[src/rtl/midi_alloc_pkg.sv]
// Shared definitions for the MIDI voice allocator.
//  - state_t     : allocator FSM state encoding
//  - NOTE_ON / NOTE_OFF / CTRL : MIDI status nibbles (channel nibble ignored)
//  - CC_SUSTAIN / CC_ALL_OFF   : controller numbers acted upon
package midi_alloc_pkg;

  typedef enum logic [2:0] {
    S_IDLE,
    S_DECODE,
    S_SCAN,
    S_GAP,
    S_LOAD,
    S_RELEASE,
    S_ACK
  } state_t;

  localparam logic [3:0] NOTE_ON  = 4'h9;
  localparam logic [3:0] NOTE_OFF = 4'h8;
  localparam logic [3:0] CTRL     = 4'hB;

  localparam logic [6:0] CC_SUSTAIN = 7'h40;
  localparam logic [6:0] CC_ALL_OFF = 7'h7B;

endpackage

[src/rtl/voice_age_tracker.sv]
// Per-voice saturating age counters for the voice allocator.
// Ports:
//  - clk, rst : clock, asynchronous active-high reset
//  - load     : one-cycle strobe, voice 'sel' is being (re)loaded
//  - sel      : index of the voice being loaded
//  - gate     : current per-voice gate vector
//  - oldest   : index of the gated voice with the largest age (ties -> lowest index)
// On load the selected voice restarts at age 0 and every other gated voice
// ages by one, saturating at all-ones.
module voice_age_tracker #(
  parameter int NUM_VOICES = 4,
  parameter int AGE_BITS   = 8,
  localparam int IDX_W     = $clog2(NUM_VOICES)
) (
  input  logic                  clk,
  input  logic                  rst,
  input  logic                  load,
  input  logic [IDX_W-1:0]      sel,
  input  logic [NUM_VOICES-1:0] gate,
  output logic [IDX_W-1:0]      oldest
);

  logic [AGE_BITS-1:0] age [NUM_VOICES];

  always_ff @(posedge clk or posedge rst) begin
    if (rst) begin
      for (int i = 0; i < NUM_VOICES; i++) age[i] <= '0;
    end else if (load) begin
      for (int i = 0; i < NUM_VOICES; i++) begin
        if (IDX_W'(i) == sel)
          age[i] <= '0;
        else if (gate[i] && (age[i] != '1))
          age[i] <= age[i] + 1'b1;
      end
    end
  end

  // Strict '>' keeps the lowest index on ties.
  logic                found;
  logic [AGE_BITS-1:0] best;
  always_comb begin
    oldest = '0;
    best   = '0;
    found  = 1'b0;
    for (int i = 0; i < NUM_VOICES; i++) begin
      if (gate[i] && (!found || (age[i] > best))) begin
        found  = 1'b1;
        best   = age[i];
        oldest = IDX_W'(i);
      end
    end
  end

endmodule

[src/rtl/midi_voice_allocator.sv]
// Voice scheduler between the MIDI receiver and the voice bank.
// Takes framed MIDI events, assigns note-ons to voices (same-note retrigger,
// else a free voice, else steal the oldest) and drives the per-voice
// gate/note/frequency registers. A steal or retrigger of a sounding voice
// holds its gate low for RETRIG_CYCLES so the envelope sees a fresh edge.
// Ports:
//  - clk, rst                  : clock, asynchronous active-high reset
//  - midi_event_valid          : event available; held until midi_event_ack
//  - midi_command / _parameter_1 / _parameter_2 : status byte and data bytes
//  - midi_event_ack            : one-cycle pulse when the event is consumed
//  - lookup_note / lookup_freq : captured note out, its tone frequency back (combinational)
//  - voice_gate / voice_note / voice_frequency : packed per-voice registers
//  - busy                      : FSM not idle
// Handshake: an event is taken in IDLE when valid is high; upstream keeps
// valid and the fields stable until it sees the ack pulse, and must drop or
// change valid in the cycle after the ack.
// Optional build macro SUSTAIN_PEDAL_EN: CC 0x40 sustain pedal holds released
// voices until pedal-up.
module midi_voice_allocator
  import midi_alloc_pkg::*;
#(
  parameter int NUM_VOICES    = 4,
  parameter int FREQ_BITS     = 16,
  parameter int AGE_BITS      = 8,
  parameter int RETRIG_CYCLES = 128
) (
  input  logic                            clk,
  input  logic                            rst,
  input  logic                            midi_event_valid,
  input  logic [7:0]                      midi_command,
  input  logic [6:0]                      midi_parameter_1,
  input  logic [6:0]                      midi_parameter_2,
  output logic                            midi_event_ack,
  output logic [6:0]                      lookup_note,
  input  logic [FREQ_BITS-1:0]            lookup_freq,
  output logic [NUM_VOICES-1:0]           voice_gate,
  output logic [7*NUM_VOICES-1:0]         voice_note,
  output logic [FREQ_BITS*NUM_VOICES-1:0] voice_frequency,
  output logic                            busy
);

  localparam int IDX_W = $clog2(NUM_VOICES);
  localparam int CNT_W = $clog2(RETRIG_CYCLES + 1);

  state_t                 state;
  logic [3:0]             status;
  logic [6:0]             velocity;
  logic [FREQ_BITS-1:0]   freq_q;
  logic [NUM_VOICES-1:0]  gate_r;
  logic [6:0]             note_r [NUM_VOICES];
  logic [FREQ_BITS-1:0]   freq_r [NUM_VOICES];
  logic [IDX_W-1:0]       scan_idx, sel, match_idx, free_idx, oldest;
  logic                   match_found, free_found;
  logic [CNT_W-1:0]       gap_cnt;
`ifdef SUSTAIN_PEDAL_EN
  logic                   pedal;
  logic [NUM_VOICES-1:0]  held;
`endif

  // MIDI channel is ignored (omni mode).
  logic unused_channel;
  assign unused_channel = ^midi_command[3:0];

  assign voice_gate = gate_r;
  assign busy       = (state != S_IDLE);

  for (genvar g = 0; g < NUM_VOICES; g++) begin : g_pack
    assign voice_note[7*g +: 7]                    = note_r[g];
    assign voice_frequency[FREQ_BITS*g +: FREQ_BITS] = freq_r[g];
  end

  voice_age_tracker #(
    .NUM_VOICES (NUM_VOICES),
    .AGE_BITS   (AGE_BITS)
  ) u_age (
    .clk    (clk),
    .rst    (rst),
    .load   (state == S_LOAD),
    .sel    (sel),
    .gate   (gate_r),
    .oldest (oldest)
  );

  // Scan step: fold the voice at scan_idx into the running match/free results
  // so the final pick is available in the last scan cycle.
  logic             m_hit, f_hit, last_scan;
  logic [IDX_W-1:0] m_idx, f_idx, pick;
  always_comb begin
    m_hit     = match_found | (note_r[scan_idx] == lookup_note);
    m_idx     = match_found ? match_idx : scan_idx;
    f_hit     = free_found | !gate_r[scan_idx];
    f_idx     = free_found ? free_idx : scan_idx;
    last_scan = (scan_idx == IDX_W'(NUM_VOICES - 1));
    if (m_hit)      pick = m_idx;
    else if (f_hit) pick = f_idx;
    else            pick = oldest;
  end

  always_ff @(posedge clk or posedge rst) begin
    if (rst) begin
      state          <= S_IDLE;
      status         <= '0;
      velocity       <= '0;
      lookup_note    <= '0;
      freq_q         <= '0;
      gate_r         <= '0;
      scan_idx       <= '0;
      sel            <= '0;
      match_idx      <= '0;
      free_idx       <= '0;
      match_found    <= 1'b0;
      free_found     <= 1'b0;
      gap_cnt        <= '0;
      midi_event_ack <= 1'b0;
      for (int i = 0; i < NUM_VOICES; i++) begin
        note_r[i] <= '0;
        freq_r[i] <= '0;
      end
`ifdef SUSTAIN_PEDAL_EN
      pedal <= 1'b0;
      held  <= '0;
`endif
    end else begin
      midi_event_ack <= 1'b0;
      case (state)
        S_IDLE: begin
          if (midi_event_valid && !midi_event_ack) begin
            status      <= midi_command[7:4];
            lookup_note <= midi_parameter_1;
            velocity    <= midi_parameter_2;
            state       <= S_DECODE;
          end
        end

        S_DECODE: begin
          freq_q <= lookup_freq;
          if (status == NOTE_ON && velocity != 7'd0) begin
            scan_idx    <= '0;
            match_found <= 1'b0;
            free_found  <= 1'b0;
            state       <= S_SCAN;
          end else if (status == NOTE_OFF || status == NOTE_ON) begin
            state <= S_RELEASE;
          end else if (status == CTRL && lookup_note == CC_ALL_OFF) begin
            gate_r         <= '0;
`ifdef SUSTAIN_PEDAL_EN
            held           <= '0;
`endif
            midi_event_ack <= 1'b1;
            state          <= S_ACK;
`ifdef SUSTAIN_PEDAL_EN
          end else if (status == CTRL && lookup_note == CC_SUSTAIN) begin
            pedal <= velocity[6];
            if (!velocity[6]) begin
              gate_r <= gate_r & ~held;
              held   <= '0;
            end
            midi_event_ack <= 1'b1;
            state          <= S_ACK;
`endif
          end else begin
            midi_event_ack <= 1'b1;
            state          <= S_ACK;
          end
        end

        S_SCAN: begin
          match_found <= m_hit;
          match_idx   <= m_idx;
          free_found  <= f_hit;
          free_idx    <= f_idx;
          scan_idx    <= scan_idx + 1'b1;
          if (last_scan) begin
            sel     <= pick;
            gap_cnt <= '0;
            state   <= gate_r[pick] ? S_GAP : S_LOAD;
          end
        end

        S_GAP: begin
          gate_r[sel] <= 1'b0;
          gap_cnt     <= gap_cnt + 1'b1;
          if (gap_cnt == CNT_W'(RETRIG_CYCLES - 1)) state <= S_LOAD;
        end

        S_LOAD: begin
          gate_r[sel]    <= 1'b1;
          note_r[sel]    <= lookup_note;
          freq_r[sel]    <= freq_q;
`ifdef SUSTAIN_PEDAL_EN
          held[sel]      <= 1'b0;
`endif
          midi_event_ack <= 1'b1;
          state          <= S_ACK;
        end

        S_RELEASE: begin
          // Note and freq stay so the release tail keeps its pitch.
          for (int i = 0; i < NUM_VOICES; i++) begin
            if (gate_r[i] && note_r[i] == lookup_note) begin
`ifdef SUSTAIN_PEDAL_EN
              if (pedal) held[i]   <= 1'b1;
              else       gate_r[i] <= 1'b0;
`else
              gate_r[i] <= 1'b0;
`endif
            end
          end
          midi_event_ack <= 1'b1;
          state          <= S_ACK;
        end

        S_ACK:   state <= S_IDLE;
        default: state <= S_IDLE;
      endcase
    end
  end

endmodule
[config.mk]
export PLATFORM = sky130hd
export DESIGN_NAME = midi_voice_allocator
export DESIGN_NICKNAME = d
export VERILOG_FILES = /design/src/rtl/midi_alloc_pkg.sv /design/src/rtl/voice_age_tracker.sv /design/src/rtl/midi_voice_allocator.sv
export SDC_FILE = /design/constraint.sdc
export NUM_CORES = 1
export LEC_CHECK = 0
export ABC_CLOCK_PERIOD_IN_PS = 7340
export BUFFER_PORTS_ARGS = -buffer_cell sky130_fd_sc_hd__buf_2
export CELL_PAD_IN_SITES_DETAIL_PLACEMENT = 1
export CELL_PAD_IN_SITES_GLOBAL_PLACEMENT = 2
export CORE_MARGIN = 8
export CORE_UTILIZATION = 25
export DETAILED_ROUTE_END_ITERATION = 10
export GPL_TIMING_DRIVEN = 0
export HOLD_SLACK_MARGIN = 0.03
export PLACE_DENSITY_LB_ADDON = 0.1
export SLEW_MARGIN = 20
export SYNTH_ARGS = -nofsm -noshare
export SYNTH_HDL_FRONTEND = slang
export SYNTH_SLANG_ARGS = --single-unit
export TNS_END_PERCENT = 30
[constraint.sdc]
create_clock -name clk -period 7.34 [get_ports clk]
set_input_delay 0.734 -clock clk [delete_from_list [all_inputs] [get_ports clk]]
set_output_delay 0.734 -clock clk [all_outputs]
set_load 0.1 [all_outputs]
==> insert_results.sql, run 1 <==
INSERT INTO impl_metrics (metric_group, metric, value, unit) VALUES
('timing', 'tightestPinTransition', '929.2', 'ps'),
('clock_network', 'cts.sinks', '184', ''),
('placed_design', 'dp_hpwl', '23650', 'um'),
('global_route', 'vias_in_the_first_global_route', '7894', ''),
('yosys', 'synthCells', '928', ''),
('placed_design', 'dp_worst_setup_slack', '-418.4', 'ps'),
('detailed_routing', 'route.detailed.drc', '0', ''),
('placed_design', 'placedCellCount', '1539', ''),
('detailed_routing', 'drt.antenna.violating_nets', '0', ''),
('clock_network', 'clk_pin_slew', '70', 'ps'),
('die', 'design.die.area', '0.04273', 'sq mm'),
('critical_path', 'master_of_the_slowest_instance_on_the_critical_path', 'sky130_fd_sc_hd__dfrtp_2', ''),
('critical_path', 'data_required_time_at_the_worst_endpoint', '7690', 'ps'),
('yosys', 'synthesis.area_per_instance', '9.799', 'sq um'),
('clock_network', 'cts_hold_buf', '0', ''),
('timing', 'number_of_failing_setup_endpoints_in_the_final_timing_report', '0', ''),
('global_route', 'global_route_wire_length_before_repair', '48720', 'um'),
('yosys', 'synth_area', '0.009094', 'sq mm'),
('pwr', 'power_density', '184.7', 'mW/mm^2'),
('yosys', 'synth.most_common_cell', 'sky130_fd_sc_hd__nand2_1', ''),
('global_route', 'global_route.overflow_total', '0', ''),
('clock_network', 'cts_tree', 'yes', ''),
('timing', 'timing.slew.headroom', '38.05', '%'),
('timing', 'timing.fmax', '150.9', 'MHz'),
('yosys', 'synthTopCellsByArea', 'sky130_fd_sc_hd__dfrtp_1, sky130_fd_sc_hd__nand2_1, sky130_fd_sc_hd__mux2_2', ''),
('yosys', 'yosys.area.top_type_share', '50.63', '%'),
('yosys', 'synthDominantAreaCellType', 'sky130_fd_sc_hd__dfrtp_1', ''),
('placed_design', 'port_buffers', '141', ''),
('pwr', 'post-layout-total-power', '2035', 'uW'),
('critical_path', 'worstReg2RegEnd', 'state[2]', ''),
('die', 'fp.coreArea', '0.03626', 'sq mm'),
('timing', 'period_needed', '6628', 'ps'),
('layout', 'final_net_count', '1160', ''),
('critical_path', 'setup.worst_path.end', 'state[2]', ''),
('critical_path', 'cp.arrival', '6970', 'ps'),
('clock_network', 'cts-buffers-inserted', '17', ''),
('global_route', 'global_route.usage.total', '15.10', '%'),
('timing', 'setup_ws', '712.5', 'ps'),
('critical_path', 'timing.critical_path.mode_cell', 'sky130_fd_sc_hd__ha_1', ''),
('clock_network', 'clock_latency_of_the_later_clocked_register_in_the_worst_skew_pair', '440', 'ps'),
('critical_path', 'worstSetupStartpoint', 'voice_gate[0]', ''),
('detailed_routing', 'detail_route.vias_per_cell', '4.609', ''),
('critical_path', 'cpPeakStageDelay', '530', 'ps'),
('detailed_routing', 'number_of_violations_reported_at_the_end_of_detailed_routing_iteration_0', '214', ''),
('layout', 'layout.cells.non_filler', '1570', ''),
('global_route', 'grt_start_max_net_pins', '75', ''),
('die', 'die_w', '206.7', 'um'),
('timing', 'hold_viol_final', '0', ''),
('yosys', 'synthDistinctLibCells', '60', ''),
('yosys', 'synth-seq-area-share', '50.63', '%'),
('yosys', 'synth-main-ff-cell', 'sky130_fd_sc_hd__dfrtp_1', ''),
('layout', 'final_layout_size_suffix_gt1_share', '22.96', '%'),
('die', 'die_h', '206.7', 'um'),
('die', 'core.rowCount', '70', ''),
('timing', 'layout_worst_path_cycle_share', '90.29', '%'),
('critical_path', 'cp.buffers_inverters', '3', ''),
('critical_path', 'critical_path.endpoint_type', 'flip-flop', ''),
('die', 'ioPinCount', '146', ''),
('yosys', 'synth_async_sr_flop_share', '100.0', '%'),
('worst_hold_path', 'hold_path.class', 'input pin to asynchronous set/reset pin', ''),
('clock_network', 'clock-root-buffer', 'sky130_fd_sc_hd__clkbuf_16', ''),
('yosys', 'synth_warnings', '0', ''),
('status', 'status', 'finished, final reports clean', ''),
('timing', 'grt_setup_unrepaired', 'no', ''),
('detailed_routing', 'drt-pass1-iter-count', '4', ''),
('clock_network', 'maximum_count_of_clock_buffers_along_a_single_path', '2', ''),
('timing', 'clock-skew-final', '10.70', 'ps'),
('detailed_routing', 'wl_per_cell', '19.88', 'um'),
('job', 'cap_viol_max_count', '0', ''),
('yosys', 'ys_seq_elements', '184', ''),
('yosys', 'synth_commonest_cells', 'sky130_fd_sc_hd__nand2_1, sky130_fd_sc_hd__dfrtp_1, sky130_fd_sc_hd__mux2_2', '');
[final cells by class]
cell class | count | area [sq um] | area share, %
sequential | 184 | 4606 | 41.79
multi-input combinational | 681 | 4249 | 38.56
timing repair buffer | 143 | 760.7 | 6.903
tap | 468 | 585.6 | 5.313
clock buffer | 21 | 450.4 | 4.087
buffer | 46 | 187.7 | 1.703
clock inverter | 11 | 113.9 | 1.033
inverter | 16 | 67.56 | 0.6131
[worst min path at each step]
stage | start | to | slack, ps | cells after the start
floorplan | gap_cnt[7] | gap_cnt[7] | 450 | 1
global placement | voice_frequency[0] | voice_frequency[0] | 460 | 2
detailed placement | voice_frequency[16] | voice_frequency[16] | 460 | 2
CTS | rst | voice_frequency[25] | 290 | 2
global route | rst | voice_frequency[25] | 300 | 2
finish | rst | freq_q[11] | 290 | 2
[power breakdown]
group / switching [uW] / leakage, uW / internal (uW)
clock: 446 / 0.000276 / 486
sequential: 3.46 / 0.00253 / 1020
combinational: 58.3 / 0.00292 / 23.6
[metrics by stage]
step	TNS [ps]	util (%)
global route	0	30.39
floorplan	0	-
detailed placement	-1202	28.81
CTS	0	30.38
global placement	-278540	28.64
finish	0	30.39
[cells by family (layout without fill, tap and decap cells)]
group | Yosys count | count (layout) | share of synthesized area, %
simple gates | 393 | 393 | 18.48
flops | 184 | 184 | 50.63
compound gates | 140 | 140 | 10.06
mux | 70 | 70 | 9.342
buf+inv | 63 | 237 | 2.738
xor+xnor | 48 | 48 | 4.623
fa+ha+maj | 30 | 30 | 4.128
[per-layer routing]
layer / track usage [%] / routed length, um / up-vias
met1: 19.12 / 14080 / 3624
met3: 4.822 / 1889 / 12
li1: - / - / 3496
met4: 3.011 / 230 / 0
met2: 25.07 / 15010 / 104
met5: 0 / 0 / -
[cell usage in the layout, fill, tap and decap left out, types with 8 or more instances in the layout]
cell type,count
sky130_fd_sc_hd__a21oi_1,35
sky130_fd_sc_hd__and3_1,8
sky130_fd_sc_hd__buf_2,145
sky130_fd_sc_hd__clkbuf_1,39
sky130_fd_sc_hd__clkbuf_16,17
sky130_fd_sc_hd__dfrtp_1,183
sky130_fd_sc_hd__ha_1,30
sky130_fd_sc_hd__inv_1,14
sky130_fd_sc_hd__mux2_2,59
sky130_fd_sc_hd__nand2_1,258
sky130_fd_sc_hd__nand3_1,15
sky130_fd_sc_hd__nand4_1,18
sky130_fd_sc_hd__nor2_1,47
sky130_fd_sc_hd__nor2b_1,12
sky130_fd_sc_hd__o21ai_0,45
sky130_fd_sc_hd__xnor2_1,19
sky130_fd_sc_hd__xor2_1,29
[state kept, by name, summed over array words and instances (netlist names), 3 cells and up]
name,cells
voice_frequency,64
status,4
u_age.age,32
gap_cnt,8
state,3
velocity,7
freq_q,16
voice_gate,4
voice_note,28
lookup_note,7
[worst reg2reg max path: cells and delay by family (launching register included)]
| family | cells | cell delay [ps] |
|---|---|---|
| buffers and inverters | 3 | 900 |
| and+or+nand+nor | 4 | 400 |
| muxes | 3 | 610 |
| AOI/OAI and AO/OA | 14 | 3170 |
| DFF | 1 | 530 |
| adders and majority gates | 3 | 920 |
[repair_timing]
action / in CTS / in global routing
pin swaps: 0 / 0
setup buffers: 0 / 0
endpoints found under the setup margin: 4 / 4
gates resized for setup: 2 / 5
Note: power is estimated with default switching activity, not from simulation.
==> run 2: changes to the inputs <==
--- a/config.mk
+++ b/config.mk
@@ -5,10 +5,12 @@
 export SDC_FILE = /design/constraint.sdc
 export NUM_CORES = 1
 export LEC_CHECK = 0
+export ABC_AREA = 1
 export ABC_CLOCK_PERIOD_IN_PS = 7340
 export BUFFER_PORTS_ARGS = -buffer_cell sky130_fd_sc_hd__buf_2
 export CELL_PAD_IN_SITES_DETAIL_PLACEMENT = 1
 export CELL_PAD_IN_SITES_GLOBAL_PLACEMENT = 2
+export CORE_ASPECT_RATIO = 0.75
 export CORE_MARGIN = 8
 export CORE_UTILIZATION = 25
 export DETAILED_ROUTE_END_ITERATION = 10
==> run 2 against run 1 <==
Effect of this change: design area increased by 0.25%; sequential cell count did not move; area after synthesis barely moved; worst hold slack improved by 19 ps; fmax grew 5.8%; cell count is 10% higher.
==> insert_results.sql, run 2 <==
INSERT INTO impl_metrics (metric_group, metric, value, unit) VALUES
('status', 'status', 'finished, final reports clean', ''),
('pwr', 'ir_worst_vdd', '0.1376', 'mV'),
('pwr', 'clock_power_share', '48.0', '%'),
('critical_path', 'cp_max_fo', '10', ''),
('critical_path', 'cpPeakStageDelay', '470', 'ps'),
('timing', 'layout_worst_path_cycle_share', '85.32', '%'),
('detailed_routing', 'number_of_violations_reported_at_the_end_of_detailed_routing_iteration_0', '412', ''),
('global_route', 'global_route_wire_length_before_repair', '52610', 'um'),
('clock_network', 'cts_tree', 'yes', ''),
('clock_network', 'ctsHtreeMaxLevel', '4', ''),
('detailed_routing', 'route.detailed.drc', '0', ''),
('timing', 'timing.slew.headroom', '47.86', '%'),
('clock_network', 'post_cts.repair.setup_buffers', '0', ''),
('layout', 'final_layout_size_suffix_gt1_share', '18.37', '%'),
('die', 'initial_core_util', '25.33', '%'),
('die', 'core.rowCount', '60', ''),
('die', 'die_h', '181.1', 'um'),
('pwr', 'power.internal', '1495', 'uW'),
('yosys', 'post_synth_and_or_nand_nor_area_fraction', '21.02', '%'),
('layout', 'filler_cell_count', '4349', ''),
('clock_network', 'post_cts.resized_instances', '0', ''),
('yosys', 'synth_commonest_cells', 'sky130_fd_sc_hd__nand2_1, sky130_fd_sc_hd__dfrtp_1, sky130_fd_sc_hd__o21ai_0', ''),
('timing', 'timing.fmax', '159.7', 'MHz'),
('yosys', 'synth-main-ff-cell', 'sky130_fd_sc_hd__dfrtp_1', ''),
('yosys', 'synth-edff-count', '0', ''),
('timing', 'hold_viol_final', '0', ''),
('global_route', 'global_route.overflow_total', '0', ''),
('pwr', 'p_switching', '519.7', 'uW'),
('yosys', 'synth_warnings', '0', ''),
('job', 'cap_viol_max_count', '0', ''),
('yosys', 'synthesis.area_per_instance', '8.355', 'sq um'),
('timing', 'tightestPinTransition', '782.1', 'ps'),
('critical_path', 'critical_path.endpoint_type', 'flip-flop', ''),
('critical_path', 'timing.critical_path.mode_cell', 'sky130_fd_sc_hd__nand2_1', ''),
('die', 'ioPinCount', '146', ''),
('yosys', 'synthAdderAreaFrac', '4.129', '%'),
('global_route', 'grt_antenna_before_repair', '0', ''),
('yosys', 'synthDominantAreaCellType', 'sky130_fd_sc_hd__dfrtp_1', ''),
('detailed_routing', 'wl_per_cell', '19.14', 'um'),
('critical_path', 'data_required_time_at_the_worst_endpoint', '7670', 'ps'),
('layout', 'synthToLayoutAreaGrowth', '21.54', '%'),
('critical_path', 'startpoint_to_endpoint_class_of_the_critical_path', 'flip-flop to flip-flop', ''),
('global_route', 'grt_start_max_net_pins', '77', ''),
('pwr', 'power_density', '182.3', 'mW/mm^2'),
('yosys', 'synth_area', '0.009090', 'sq mm'),
('layout', 'largest_reg_flops', '64', ''),
('placed_design', 'gp_congestion', '0.7360', ''),
('timing', 'clock-skew-final', '11.67', 'ps'),
('detailed_routing', 'drt.antenna.violating_nets', '0', ''),
('layout', 'mostFrequentLayoutCells', 'sky130_fd_sc_hd__nand2_1, sky130_fd_sc_hd__dfrtp_1, sky130_fd_sc_hd__o21ai_0', ''),
('yosys', 'synthDistinctLibCells', '49', ''),
('pwr', 'leakage', '0.005588', 'uW'),
('die', 'design.die.area', '0.04278', 'sq mm'),
('detailed_routing', 'drt-pass1-iter-count', '4', ''),
('clock_network', 'cts.sinks', '184', ''),
('yosys', 'synth.area.mux_share', '1.115', '%'),
('timing', 'grt_setup_unrepaired', 'no', ''),
('yosys', 'synthTopCellsByArea', 'sky130_fd_sc_hd__dfrtp_1, sky130_fd_sc_hd__nand2_1, sky130_fd_sc_hd__o21ai_0', ''),
('clock_network', 'cts_hold_buf', '0', ''),
('yosys', 'synth_compound_gate_area_share', '15.20', '%'),
('timing', 'period_needed', '6263', 'ps'),
('pwr', 'switching_share', '25.80', '%'),
('yosys', 'ys_seq_elements', '184', ''),
('layout', 'multi_input_comb_area', '0.003900', 'sq mm'),
('layout', 'final_net_count', '1321', ''),
('global_route', 'global_route.usage.total', '15.86', '%'),
('yosys', 'synth_async_sr_flop_share', '100.0', '%'),
('timing', 'slew_violations', '0', ''),
('yosys', 'synth_top_family_by_area', 'simple AND/OR/NAND/NOR gates', ''),
('die', 'fp.coreArea', '0.03588', 'sq mm'),
('detailed_routing', 'total_number_of_vias', '7913', ''),
('timing', 'number_of_failing_setup_endpoints_in_the_final_timing_report', '0', ''),
('global_route', 'vias_in_the_first_global_route', '8469', ''),
('detailed_routing', 'detail_route.vias_per_cell', '4.579', ''),
('layout', 'number_of_antenna_cells_inserted', '0', ''),
('clock_network', 'clock_latency_of_the_later_clocked_register_in_the_worst_skew_pair', '460', 'ps'),
('yosys', 'yosys.area.top_type_share', '50.65', '%'),
('yosys', 'synth_nets', '1159', ''),
('detailed_routing', 'routed_wl', '33080', 'um'),
('yosys', 'synth.most_common_cell', 'sky130_fd_sc_hd__nand2_1', ''),
('layout', 'reg_area', '0.004604', 'sq mm'),
('clock_network', 'clk_pin_slew', '80', 'ps'),
('critical_path', 'worst_setup_path_start_kind', 'flip-flop', ''),
('pwr', 'post-layout-total-power', '2014', 'uW'),
('layout', 'layout.cells.most_common', 'sky130_fd_sc_hd__nand2_1', ''),
('placed_design', 'port_buffers', '141', ''),
('yosys', 'synth-seq-area-share', '50.65', '%'),
('clock_network', 'clock-root-buffer', 'sky130_fd_sc_hd__clkbuf_16', ''),
('die', 'die_w', '236.2', 'um'),
('clock_network', 'cts-buffers-inserted', '17', ''),
('pwr', 'comb_power_share', '1.7', '%'),
('clock_network', 'maximum_count_of_clock_buffers_along_a_single_path', '2', ''),
('yosys', 'post_synth_xor_area_fraction', '1.445', '%'),
('pwr', 'proportion_of_power_drawn_by_flip_flops_and_latches', '50.3', '%'),
('critical_path', 'master_of_the_slowest_instance_on_the_critical_path', 'sky130_fd_sc_hd__dfrtp_1', ''),
('timing', 'hold_ws', '308.4', 'ps'),
('placed_design', 'dp_hpwl', '25450', 'um'),
('critical_path', 'cp.arrival', '6590', 'ps'),
('worst_hold_path', 'hold_path.class', 'input pin to asynchronous set/reset pin', ''),
('yosys', 'synthCells', '1088', '');
==> run 2: changes by cell type in the layout (fill, tap and decap cells not counted), sizes merged, moves of 11 or more <==
cell and delta:
a21oi +11, inv +99, mux2 -51, nand2 +48
nand3 +33, nor2 +14, nor2b -12, nor3 +11
o21ai +126, xor2 -28
==> run 2: metal layers <==
metal  vias to the layer above  part of all wire [%]  global-route usage (%)
li1                       3914                     -                       -
met1                      3908                    51                   23.03
met2                        78                    45                   24.19
met3                        13                   2.9                   3.178
met4                         0                  0.74                   3.035
met5                         -                     0                       0
==> run 2: path summary, 6_finish.rpt <==
check                           slack (ps)  cells after the start      startpoint             to
worst max-delay path                  1080                     40   voice_gate[0]       state[0]
worst min-delay path                   310                      2             rst    velocity[2]
worst max register to register        1080                     40   voice_gate[0]       state[0]
worst min register to register         480                      1      gap_cnt[7]     gap_cnt[7]
max in group asynchronous             6240                      3             rst  u_age.age[11]
min in group clk                       480                      3  lookup_freq[7]      freq_q[7]
==> run 2: stage by stage <==
step	utilization (%)	instances	TNS [ps]	cell area, sq um	setup WS (ps)
5_1_grt	30.79	1728	0	11050	213.1
6_report	30.79	1728	0	11050	1077
4_1_cts	30.79	1728	0	11050	934.9
3_3_place_gp	28.92	1694	-253780	10380	-1408
3_5_place_dp	29.09	1696	0	10440	943.9
2_1_floorplan	-	1088	0	9090	1606
==> run 2: cell type report <==
cell class	instances	area share, %
clock inverter	14	1.529
sequential	184	41.68
inverter	112	3.896
timing repair buffer	143	6.886
clock buffer	18	3.975
multi-input combinational	753	35.30
tap	465	5.266
buffer	39	1.472
==> run 2: kinds of logic after synthesis <==
logic type | count (synthesis)
AND/OR/NAND/NOR | 446
flip-flops | 184
XOR/XNOR | 15
AO/OA/AOI/OAI | 253
adder cells (fa/ha/maj) | 30
multiplexers | 9
buffers and inverters | 151
==> run 2: power by group through the flow <==
stage          registers, uW  clock network (uW)  logic (uW)
4_1_cts                 1010                 999        37.7
3_5_place_dp            1030                   0        37.7
3_3_place_gp            1030                   0        33.6
5_1_grt                 1010                1030        41.2
2_1_floorplan           1030                   0        15.0
6_report                1010                 967        35.1
==> run 2: worst max-delay path: cells and delay by family (launching register included) <==
family | cells | cell delay [ps]
AND/OR/NAND/NOR | 27 | 2730
buffers and inverters | 5 | 1110
adder cells (fa/ha/maj) | 3 | 950
AO/OA/AOI/OAI | 5 | 850
flip-flops | 1 | 470
